--- config.mk ---
export PLATFORM = sky130hd
export DESIGN_NAME = regfile_wb_arbiter_flat
export DESIGN_NICKNAME = d
export VERILOG_FILES = /design/src/rtl/regfile_wb_arbiter_pkg.sv /design/src/rtl/regfile_wb_arbiter_if.sv /design/src/rtl/regfile_wb_arbiter_wb_scoreboard.sv /design/src/rtl/regfile_wb_arbiter.sv /design/src/flat_wrapper.sv
export SDC_FILE = /design/constraint.sdc
export NUM_CORES = 1
export LEC_CHECK = 0
export CAP_MARGIN = 20
export CORE_UTILIZATION = 35
export DETAILED_ROUTE_END_ITERATION = 10
export GPL_ROUTABILITY_DRIVEN = 0
export HOLD_SLACK_MARGIN = 0.12
export PLACE_DENSITY = 0.77
export SYNTH_ARGS = -nofsm -noshare
export SYNTH_HDL_FRONTEND = slang
export SYNTH_HIERARCHICAL = 1
export SYNTH_SLANG_ARGS = --single-unit
--- constraint.sdc ---
create_clock -name CLK -period 1.7 [get_ports CLK]
set_clock_uncertainty 0.15 [all_clocks]
set_input_delay 0.255 -clock CLK [delete_from_list [all_inputs] [get_ports CLK]]
set_output_delay 0.255 -clock CLK [all_outputs]
set_load 0.03 [all_outputs]
--- src/rtl/regfile_wb_arbiter_pkg.sv ---
// rtl/regfile_wb_arbiter_pkg.sv - shared writeback widths and arbiter state encoding (package rv_wb_pkg)
package rv_wb_pkg;

  localparam int REG_ADDR_W = 5;
  localparam int XLEN       = 32;
  localparam int STARVE_W   = 4;

  typedef enum logic {
    PRIO_MEM = 1'b0,
    PRIO_ALU = 1'b1
  } arb_state_e;

endpackage

--- src/rtl/regfile_wb_arbiter_if.sv ---
// rtl/regfile_wb_arbiter_if.sv - requester, register-file write port and scoreboard lookup signals
interface regfile_wb_arbiter_if
  import rv_wb_pkg::*;
#(
  parameter int DATA_W = XLEN,
  parameter int ADDR_W = REG_ADDR_W
);

  logic              alu_valid;
  logic              alu_ready;
  logic [ADDR_W-1:0] alu_rd;
  logic [DATA_W-1:0] alu_data;
  logic              mem_valid;
  logic              mem_ready;
  logic [ADDR_W-1:0] mem_rd;
  logic [DATA_W-1:0] mem_data;
  logic              rf_we;
  logic [ADDR_W-1:0] rf_a3;
  logic [DATA_W-1:0] rf_wd;
  logic              iss_valid;
  logic [ADDR_W-1:0] iss_rd;
  logic [ADDR_W-1:0] rs1;
  logic [ADDR_W-1:0] rs2;
  logic              rs1_busy;
  logic              rs2_busy;

  modport master (
    output alu_valid, alu_rd, alu_data, mem_valid, mem_rd, mem_data,
    output iss_valid, iss_rd, rs1, rs2,
    input  alu_ready, mem_ready, rf_we, rf_a3, rf_wd, rs1_busy, rs2_busy
  );

  modport slave (
    input  alu_valid, alu_rd, alu_data, mem_valid, mem_rd, mem_data,
    input  iss_valid, iss_rd, rs1, rs2,
    output alu_ready, mem_ready, rf_we, rf_a3, rf_wd, rs1_busy, rs2_busy
  );

endinterface

--- src/rtl/regfile_wb_arbiter_wb_scoreboard.sv ---
// rtl/regfile_wb_arbiter_wb_scoreboard.sv - pending-load mask with set/clear and two lookup ports
module wb_scoreboard
  import rv_wb_pkg::*;
#(
  parameter int ADDR_W = REG_ADDR_W
) (
  input  logic              CLK,
  input  logic              RST,
  input  logic              set_en,
  input  logic [ADDR_W-1:0] set_idx,
  input  logic              clr_en,
  input  logic [ADDR_W-1:0] clr_idx,
  input  logic [ADDR_W-1:0] rs1,
  input  logic [ADDR_W-1:0] rs2,
  output logic              rs1_busy,
  output logic              rs2_busy
);

  localparam int NREG = 1 << ADDR_W;

  logic [NREG-1:0] mask;
  logic [NREG-1:0] mask_nxt;

  // Clear first, then set, so a same-cycle issue to the same register keeps it busy; x0 is never set.
  always_comb begin
    mask_nxt = mask;
    for (int i = 0; i < NREG; i++) begin
      if (clr_en && clr_idx == ADDR_W'(i)) mask_nxt[i] = 1'b0;
      if (set_en && set_idx == ADDR_W'(i) && i != 0) mask_nxt[i] = 1'b1;
    end
  end

  // Mask register.
  always_ff @(posedge CLK) begin
    if (RST) mask <= '0;
    else     mask <= mask_nxt;
  end

  assign rs1_busy = (rs1 != '0) && mask[rs1];
  assign rs2_busy = (rs2 != '0) && mask[rs2];

endmodule

--- src/rtl/regfile_wb_arbiter.sv ---
// rtl/regfile_wb_arbiter.sv - MEM>ALU writeback arbiter with starvation guard; optional scoreboard via WB_SCOREBOARD_EN
module regfile_wb_arbiter
  import rv_wb_pkg::*;
#(
  parameter int DATA_W       = XLEN,
  parameter int ADDR_W       = REG_ADDR_W,
  parameter int STARVE_LIMIT = 4
) (
  input logic                 CLK,
  input logic                 RST,
  regfile_wb_arbiter_if.slave bus
);

  localparam logic [STARVE_W-1:0] LIMIT = STARVE_W'(STARVE_LIMIT);

  arb_state_e          state;
  logic [STARVE_W-1:0] starve_cnt;
  logic [STARVE_W-1:0] starve_nxt;
  logic                grant_alu;
  logic                grant_mem;
  logic                grant_any;
  logic [ADDR_W-1:0]   win_rd;
  logic [DATA_W-1:0]   win_data;
  logic                rf_we_q;
  logic [ADDR_W-1:0]   rf_a3_q;
  logic [DATA_W-1:0]   rf_wd_q;

  // Grant: the state picks which requester wins a collision; a lone requester always wins.
  always_comb begin
    grant_alu = 1'b0;
    grant_mem = 1'b0;
    if (state == PRIO_ALU) begin
      grant_alu = bus.alu_valid;
      grant_mem = bus.mem_valid && !bus.alu_valid;
    end else begin
      grant_mem = bus.mem_valid;
      grant_alu = bus.alu_valid && !bus.mem_valid;
    end
  end

  // Winner mux and starvation counter next value (saturating, cleared by an ALU grant).
  always_comb begin
    grant_any  = grant_alu || grant_mem;
    win_rd     = grant_alu ? bus.alu_rd   : bus.mem_rd;
    win_data   = grant_alu ? bus.alu_data : bus.mem_data;
    starve_nxt = starve_cnt;
    if (grant_alu)
      starve_nxt = '0;
    else if (bus.alu_valid && starve_cnt != LIMIT)
      starve_nxt = starve_cnt + 1'b1;
  end

  // Arbiter FSM, counter and registered write port; x0 grants are consumed without writing.
  always_ff @(posedge CLK) begin
    if (RST) begin
      state      <= PRIO_MEM;
      starve_cnt <= '0;
      rf_we_q    <= 1'b0;
      rf_a3_q    <= '0;
      rf_wd_q    <= '0;
    end else begin
      starve_cnt <= starve_nxt;
      if (state == PRIO_MEM && starve_nxt == LIMIT)
        state <= PRIO_ALU;
      else
        state <= PRIO_MEM;
      rf_we_q <= grant_any && (win_rd != '0);
      if (grant_any && win_rd != '0) begin
        rf_a3_q <= win_rd;
        rf_wd_q <= win_data;
      end
    end
  end

  assign bus.alu_ready = grant_alu;
  assign bus.mem_ready = grant_mem;
  assign bus.rf_we     = rf_we_q;
  assign bus.rf_a3     = rf_a3_q;
  assign bus.rf_wd     = rf_wd_q;

`ifdef WB_SCOREBOARD_EN
  wb_scoreboard #(
    .ADDR_W (ADDR_W)
  ) u_scoreboard (
    .CLK      (CLK),
    .RST      (RST),
    .set_en   (bus.iss_valid),
    .set_idx  (bus.iss_rd),
    .clr_en   (grant_mem),
    .clr_idx  (bus.mem_rd),
    .rs1      (bus.rs1),
    .rs2      (bus.rs2),
    .rs1_busy (bus.rs1_busy),
    .rs2_busy (bus.rs2_busy)
  );
`else
  logic unused_sb;
  assign unused_sb    = ^{bus.iss_valid, bus.iss_rd, bus.rs1, bus.rs2};
  assign bus.rs1_busy = 1'b0;
  assign bus.rs2_busy = 1'b0;
`endif

endmodule

--- src/flat_wrapper.sv ---
// flat-port wrapper written by rule: the top's interface ports become plain ports
module regfile_wb_arbiter_flat import rv_wb_pkg::*;
#(
  parameter int DATA_W       = XLEN,
  parameter int ADDR_W       = REG_ADDR_W,
  parameter int STARVE_LIMIT = 4
)
  (CLK, RST, bus_alu_valid, bus_alu_rd, bus_alu_data, bus_mem_valid, bus_mem_rd, bus_mem_data, bus_iss_valid, bus_iss_rd, bus_rs1, bus_rs2, bus_alu_ready, bus_mem_ready, bus_rf_we, bus_rf_a3, bus_rf_wd, bus_rs1_busy, bus_rs2_busy);
  regfile_wb_arbiter_if #(.DATA_W(DATA_W), .ADDR_W(ADDR_W)) bus_i ();
  input logic CLK;
  input logic RST;
  input wire logic [$bits(bus_i.alu_valid)-1:0] bus_alu_valid;
  input wire logic [$bits(bus_i.alu_rd)-1:0] bus_alu_rd;
  input wire logic [$bits(bus_i.alu_data)-1:0] bus_alu_data;
  input wire logic [$bits(bus_i.mem_valid)-1:0] bus_mem_valid;
  input wire logic [$bits(bus_i.mem_rd)-1:0] bus_mem_rd;
  input wire logic [$bits(bus_i.mem_data)-1:0] bus_mem_data;
  input wire logic [$bits(bus_i.iss_valid)-1:0] bus_iss_valid;
  input wire logic [$bits(bus_i.iss_rd)-1:0] bus_iss_rd;
  input wire logic [$bits(bus_i.rs1)-1:0] bus_rs1;
  input wire logic [$bits(bus_i.rs2)-1:0] bus_rs2;
  output wire logic [$bits(bus_i.alu_ready)-1:0] bus_alu_ready;
  output wire logic [$bits(bus_i.mem_ready)-1:0] bus_mem_ready;
  output wire logic [$bits(bus_i.rf_we)-1:0] bus_rf_we;
  output wire logic [$bits(bus_i.rf_a3)-1:0] bus_rf_a3;
  output wire logic [$bits(bus_i.rf_wd)-1:0] bus_rf_wd;
  output wire logic [$bits(bus_i.rs1_busy)-1:0] bus_rs1_busy;
  output wire logic [$bits(bus_i.rs2_busy)-1:0] bus_rs2_busy;
  assign bus_i.alu_valid = bus_alu_valid;
  assign bus_i.alu_rd = bus_alu_rd;
  assign bus_i.alu_data = bus_alu_data;
  assign bus_i.mem_valid = bus_mem_valid;
  assign bus_i.mem_rd = bus_mem_rd;
  assign bus_i.mem_data = bus_mem_data;
  assign bus_i.iss_valid = bus_iss_valid;
  assign bus_i.iss_rd = bus_iss_rd;
  assign bus_i.rs1 = bus_rs1;
  assign bus_i.rs2 = bus_rs2;
  assign bus_alu_ready = bus_i.alu_ready;
  assign bus_mem_ready = bus_i.mem_ready;
  assign bus_rf_we = bus_i.rf_we;
  assign bus_rf_a3 = bus_i.rf_a3;
  assign bus_rf_wd = bus_i.rf_wd;
  assign bus_rs1_busy = bus_i.rs1_busy;
  assign bus_rs2_busy = bus_i.rs2_busy;
  regfile_wb_arbiter #(.DATA_W(DATA_W), .ADDR_W(ADDR_W), .STARVE_LIMIT(STARVE_LIMIT)) u_core (.CLK(CLK), .RST(RST), .bus(bus_i));
endmodule
==> flow_summary_export.csv, run 1 <==
group,metric,value,unit
global_route,grtUsageTotal,24.20,%
clock_tree,cts_max_path_buffers,2,
synth,yosys-top-cells-count,"dfxtp_1, nand2_1, a211oi_1",
detailed_routing,num_vias,2753,
global_route,grt_pass1_wl,13950,um
setup_path,cp_num_cells,6,
setup_path,timing.rr.start,"u_core/state",
hold_path,holdPathEnd,"u_core/bus.rf_a3[4]",
detailed_routing,drc_errors,2,
detailed_routing,via_per_inst,5.712,
sta,slew_violations,0,
global_route,grt_remaining_overflow,0,
setup_path,cp_top_family,"buffers and inverters",
power_and_ir_drop,clkPwrFrac,24.1,%
setup_path,critical_path_arrival,1720,ps
floorplanning,io_pins,136,
finish,areaGrowthSynthToFinish,77.72,%
detailed_routing,drtPass1Iterations,7,
hold_path,whs_path_depth,3,
sta,fin_crit_sh,99.86,%
floorplanning,die-area,7236,um^2
synth,synth_area,2415,um^2
finish,drive_above_1_share,34.57,%
global_route,grt_max_degree,20,
setup_path,worstPathMaxFanout,9,
setup_path,cp_cell_sequence,"clkdlybuf4s50_1 > nor2_2 > nand2_2 > clkbuf_16 > a211oi_2 > a311oi_2",
synth,ys_seq_elements,43,
floorplanning,core_area,6495,um^2
floorplanning,start_util,37.18,%
synth,synthDistinctLibCells,39,
power_and_ir_drop,powerDensity,657.4,nW/um^2
sta,rsz0062_at_grt,"true",
clock_tree,cts_sinks,43,
synth,synth.top_cell.area_share,35.65,%
synth,synth_compound_area_share,42.95,%
sta,setup_ws,2.372,ps
synth,synth_top_family_by_area,"compound AO/OA/AOI/OAI gates",
global_route,antenna_found_initial,0,
power_and_ir_drop,p_int,1.880,mW
detailed_routing,routedWlPerCell,18.80,um
sta,period_needed,1698,ps
placement,dp_hpwl,5860,um
status,outcome,"complete, but fails checks",
floorplanning,die_h,85.07,um
clock_tree,cts_tree,"yes",
sta,max_clock_freq,589.1,MHz
synth,syn_inst,263,
synth,synth_largest_area_cell,"dfxtp_1",
setup_path,path_class,"in2reg",
synth,synth_fa_ha_area_share,1.036,%
global_route,grt_pass1_vias,2725,
finish,num_antenna_cells,0,
synth,synthArstFlopShare,0,%
clock_tree,clk_pin_slew,90,ps
setup_path,slowest_stage,"clkdlybuf4s50_1",
setup_path,timing.critical_path.buf_inv,2,
floorplanning,die_w,85.07,um
synth,synthSimpleGateAreaFrac,11.14,%
clock_tree,clk_latency,290,ps
placement,dp_cells,459,
clock_tree,root_buffer,"clkbuf_8",
power_and_ir_drop,p_seq_share,40.6,%
synth,ys_warn_count,6,
power_and_ir_drop,power.leakage,1.690,nW
sta,setup_viol_count_final,0,
placement,port_buffers,117,
setup_path,end_kind,"flop",
placement,postPlaceCellArea,3964,um^2
clock_tree,cts_htree_levels,2,
detailed_routing,wirelength,9064,um
status,violations,"design-rule violations",
synth,synth_ff_type,"dfxtp_1",
clock_tree,cts_buffers,5,
setup_path,reg2reg_depth,6,
detailed_routing,drt_iter0_markers,144,
setup_path,r2r_end,"u_core/bus.rf_wd[26]",
floorplanning,rows,29,
synth,synthMuxAreaShare,1.399,%
sta,hold_viol_final,0,
flow_run,cap_violations,0,
setup_path,worstPathRequired,1720,ps
hold_path,hold_path_class,"in2reg",
placement,place_ws,-655.5,ps
setup_path,worstSetupStartpointType,"input pin",
power_and_ir_drop,swShare,33.37,%
synth,synth_xor_area_share,0.3627,%
clock_tree,hold_buffers,0,
synth,synthTopCellsByArea,"dfxtp_1, a311oi_2, a211oi_1, o21ai_0, nand2_1",
synth,yosys.cell_count.top_type,"dfxtp_1",
finish,final_cells,482,
setup_path,slowest_delay,460,ps
synth,synth_edf_count,0,
hold_path,hp-start,"bus_mem_rd[4]",
finish,final_area,4292,um^2
synth,syn_avg_cell_area,9.182,um^2
power_and_ir_drop,pwr-share-comb,35.2,%
power_and_ir_drop,switching_power,941.4,uW
finish,fillers,526,
detailed_routing,drtAntennaViolNets,0,
synth,ys_seq_area_share,35.65,%
setup_path,r2r_slack,10,ps
finish,final_nets,501,
power_and_ir_drop,peakVddDrop,0.3577,mV
-- layout by cell type (no fill, tap or decap), drive strengths merged, types with 2 or more instances in the layout --
cell	instances
a211oi	34
clkbuf	7
and3	2
buf	47
inv	5
dlygate4sd2	39
clkdlybuf4s50	69
ha	2
a311oi	32
nand2	36
nor2	7
a21oi	5
a211o	2
dlymetal6s2s	3
a21boi	2
nand3	4
mux2	3
dfxtp	43
a21o	4
o31a	2
o21ai	35
nor3	4
conb	2
a32o	3
-- kinds of logic after synthesis --
family,after synthesis
AOI/OAI and AO/OA,118
xor gates and xnor gates,1
adders and majority gates,2
buffers and inverters,36
DFF,43
muxes,3
other,1
and+or+nand+nor,59
-- power by group through the flow --
stage | Clock (mW) | Sequential, mW | Combinational, mW
2_1_floorplan | 0 | 1.32 | 0.387
3_3_place_gp | 0 | 1.17 | 0.954
3_5_place_dp | 0 | 1.17 | 0.973
4_1_cts | 0.689 | 1.14 | 0.966
5_1_grt | 0.730 | 1.16 | 1.05
6_report | 0.681 | 1.15 | 0.994
-- worst reg2reg max path, delay by kind of cell (launching register included) --
| kind | cells | cell delay, ps |
|---|---|---|
| flops | 1 | 370 |
| buf+inv | 2 | 320 |
| compound gates | 4 | 760 |
-- worst max path at each step --
stage             startpoint              endpoint  slack (ps)
3_3_place_gp   bus_mem_rd[2]  u_core/bus.rf_wd[13]        -590
3_5_place_dp   bus_mem_rd[2]   u_core/bus.rf_wd[0]        -660
4_1_cts         u_core/state         bus_alu_ready           3
5_1_grt        bus_alu_rd[3]  u_core/bus.rf_wd[14]         -80
6_report       bus_alu_rd[3]   u_core/bus.rf_wd[5]           2
2_1_floorplan  bus_mem_rd[2]   u_core/bus.rf_wd[0]         -60
-- timing repair --
item                                   4_1_cts  5_1_grt
gates cloned                                 4        2
setup buffers                                3        7
setup endpoints to repair                   76       37
resized for setup                           69       16
endpoints found under the hold margin        0        0
pin swaps                                   14        5
-- cell type report --
type	count	area [um^2]	share of cell area, %
inverters	5	18.77	0.4373
clock buffers	6	82.58	1.924
flip-flops and latches	43	867.1	20.20
repair buffers	160	1551	36.15
multi-input cells	190	1670	38.92
well taps	77	96.34	2.245
clock inverters	1	5.005	0.1166
-- through the flow --
stage | setup TNS (ps) | utilization (%) | hold WS [ps] | power (mW)
after floorplan | -1935 | - | 270.4 | 1.703
after global placement | -21240 | 61.03 | 317.9 | 2.123
after detailed placement | -22870 | 61.03 | 327.0 | 2.143
after CTS | 0 | 63.76 | 171.9 | 2.799
after global routing | -692.5 | 66.08 | 203.5 | 2.935
final | 0 | 66.08 | 174.3 | 2.821
-- layer usage --
metal	up-vias	wire length [um]	GRT usage (%)
met5	-	0	0
met4	0	97	5.701
met3	9	516	3.599
met2	110	4599	43.91
met1	1327	3850	30.04
li1	1307	-	-
-- state kept, by name (all words and copies together) (netlist names) --
register / count
u_core/bus.rf_a3: 5
u_core/starve_cnt: 4
u_core/bus.rf_we: 1
u_core/state: 1
u_core/bus.rf_wd: 32
Note: power is estimated with default switching activity, not from simulation.
==> inputs of run 2 (changes only) <==
- CORE_UTILIZATION: 35 -> 42
- PLACE_DENSITY: 0.77 -> 0.87
- clock period: 1.7 -> 2.15 ns (I/O delays scaled with it)
==> run 2 against run 1 <==
Net effect:
- the flow now finishes without violations
- combinational power fell by 28%
- power fell by 21%
- setup slack improved by 43 ps
- flip-flop and latch count did not move
- cell count fell by 7.3%
- clock-buffer cell count did not move
- non-clock buffer count fell by 25
- routed wire length fell by 18%
- sequential power fell by 22%
- via count fell by 5.0%
- clock power fell by 9.8%
- critical path depth fell by 1
- critical path type is now in2out
- largest cell class unchanged
- largest power group unchanged
- highest routed layer unchanged
==> flow_summary_export.csv, run 2 (same netlist as run 1, synthesis figures left out) <==
group,metric,value,unit
finish,areaGrowthSynthToFinish,56.42,%
clock_tree,cts_resized,0,
finish,largest_register_ffs,32,
setup_path,reg2reg_depth,4,
clock_tree,clk_latency,290,ps
clock_tree,cts_sinks,43,
flow_run,cap_violations,0,
clock_tree,cts_max_path_buffers,2,
floorplanning,core_area,5540,um^2
sta,slew-limit-headroom,65.47,%
detailed_routing,wirelength,7477,um
sta,period_needed,2105,ps
detailed_routing,drc_errors,0,
sta,rsz0062_at_grt,"false",
finish,drive_above_1_share,17.07,%
global_route,antenna_found_initial,0,
floorplanning,io_pins,136,
floorplanning,rows,27,
setup_path,cp_cell_sequence,"clkdlybuf4s50_1 > nor2b_2 > nor2_4 > buf_12 > buf_4",
power_and_ir_drop,powerDensity,590.6,nW/um^2
power_and_ir_drop,p_int,1.554,mW
placement,dp_hpwl,5228,um
global_route,grt_pass1_vias,2616,
power_and_ir_drop,clkPwrFrac,27.5,%
global_route,grt_max_degree,34,
placement,postPlaceCellArea,3675,um^2
hold_path,hp-start,"RST",
setup_path,r2r_end,"u_core/bus.rf_wd[31]",
setup_path,worstPathRequired,1680,ps
sta,finalSetupTns,0,ps
power_and_ir_drop,p_seq_share,40.2,%
clock_tree,cts_htree_levels,2,
sta,worst_pin_slew,517.9,ps
clock_tree,root_buffer,"clkbuf_8",
setup_path,slowest_delay,430,ps
power_and_ir_drop,power.leakage,1.279,nW
power_and_ir_drop,finalPower,2.231,mW
clock_tree,hold_buffers,0,
finish,finish.utilization,68.18,%
global_route,grt_pass1_wl,12040,um
sta,setup_viol_count_final,0,
placement,place_ws,-234.2,ps
floorplanning,die-area,6057,um^2
setup_path,slowest_stage,"clkdlybuf4s50_1",
hold_path,whs_path_depth,3,
clock_tree,post-cts-setup-buffers,0,
detailed_routing,num_vias,2616,
setup_path,r2r_slack,320,ps
floorplanning,start_util,43.59,%
detailed_routing,routedWlPerCell,16.73,um
status,outcome,"completed",
finish,final_cell_mix,"clkdlybuf4s50_1, dfxtp_1, nand2_1",
setup_path,timing.rr.start,"u_core/state",
hold_path,holdPathEnd,"u_core/bus.rf_a3[3]",
floorplanning,die_w,77.83,um
power_and_ir_drop,peakVddDrop,0.3649,mV
sta,slew_violations,0,
finish,final_nets,471,
placement,dp_cells,440,
placement,port_buffers,117,
power_and_ir_drop,switching_power,676.5,uW
sta,hold_viol_final,0,
detailed_routing,via_per_inst,5.852,
clock_tree,cts_buffers,5,
setup_path,critical_path_arrival,1630,ps
finish,final_common_cell,"clkdlybuf4s50_1",
setup_path,worstSetupStartpointType,"input pin",
sta,fin_crit_sh,97.89,%
clock_tree,clk_pin_slew,70,ps
detailed_routing,drt_iter0_markers,141,
setup_path,end_kind,"output port",
floorplanning,die_h,77.83,um
sta,holdWs,271.5,ps
detailed_routing,drtAntennaViolNets,0,
setup_path,path_class,"in2out",
sta,max_clock_freq,475.1,MHz
finish,final_cells,447,
finish,num_antenna_cells,0,
setup_path,worstPathMaxFanout,33,
power_and_ir_drop,pwr-share-comb,32.2,%
power_and_ir_drop,swShare,30.33,%
finish,final_area,3777,um^2
clock_tree,cts_tree,"yes",
detailed_routing,drtPass1Iterations,5,
global_route,grtUsageTotal,24.80,%
global_route,grt_remaining_overflow,0,
sta,setup_ws,45.32,ps
hold_path,hold_path_class,"in2reg",
## run 2: cell count changes in the layout (fill, tap and decap cells not counted), sizes merged, moves of 3 or more
cell	previous run	this run
dlymetal6s2s	3	0
clkdlybuf4s50	69	114
a21o	4	1
dlygate4sd2	39	0
buf	47	21
## run 2: cell type report
type / instances / area (um^2)
fillers: 456 / 1763
multi-input cells: 185 / 1384
repair buffers: 135 / 1321
flip-flops and latches: 43 / 860.8
well taps: 72 / 90.09
clock buffers: 6 / 72.57
clock inverters: 1 / 30.03
inverters: 5 / 18.77
## run 2: worst max-delay path, delay by kind of cell
kind,cells,cell delay (ps)
buf+inv,3,840
simple gates,2,440
## run 2: how the worst max path moves through the flow
| stage | from | end | slack, ps | cells past startpoint |
|---|---|---|---|---|
| 2_1_floorplan | bus_mem_valid | u_core/bus.rf_wd[0] | 190 | 6 |
| 3_5_place_dp | bus_mem_rd[2] | u_core/bus.rf_wd[27] | -230 | 6 |
| 4_1_cts | bus_mem_valid | bus_alu_ready | 60 | 5 |
| 3_3_place_gp | bus_mem_rd[2] | u_core/bus.rf_wd[14] | -180 | 5 |
| 6_report | bus_mem_valid | bus_alu_ready | 50 | 5 |
| 5_1_grt | bus_mem_rd[2] | u_core/bus.rf_wd[14] | 3 | 5 |
## run 2: per-layer routing
layer	wire [um]	global-route usage, %	vias to the layer above	share of wire, %
li1	-	-	1239	-
met1	3140	30.40	1263	42
met2	3821	42.74	103	51
met3	445	5.529	11	6.0
met4	70	7.925	0	0.94
met5	0	0	-	0
## run 2: power by group through the flow
stage	sequential, mW	clock, mW	combinational (mW)
3_3_place_gp	0.912	0	0.705
5_1_grt	0.906	0.674	0.761
6_report	0.897	0.614	0.719
2_1_floorplan	1.03	0	0.270
4_1_cts	0.898	0.630	0.719
3_5_place_dp	0.915	0	0.716
==> inputs of run 3 (changes only) <==
- CAP_MARGIN: 20 -> 10
- CTS_CLUSTER_SIZE: default -> 8
==> results of run 3 <==
Same layout as run 2: the final DEF is identical, and so are final timing and power.
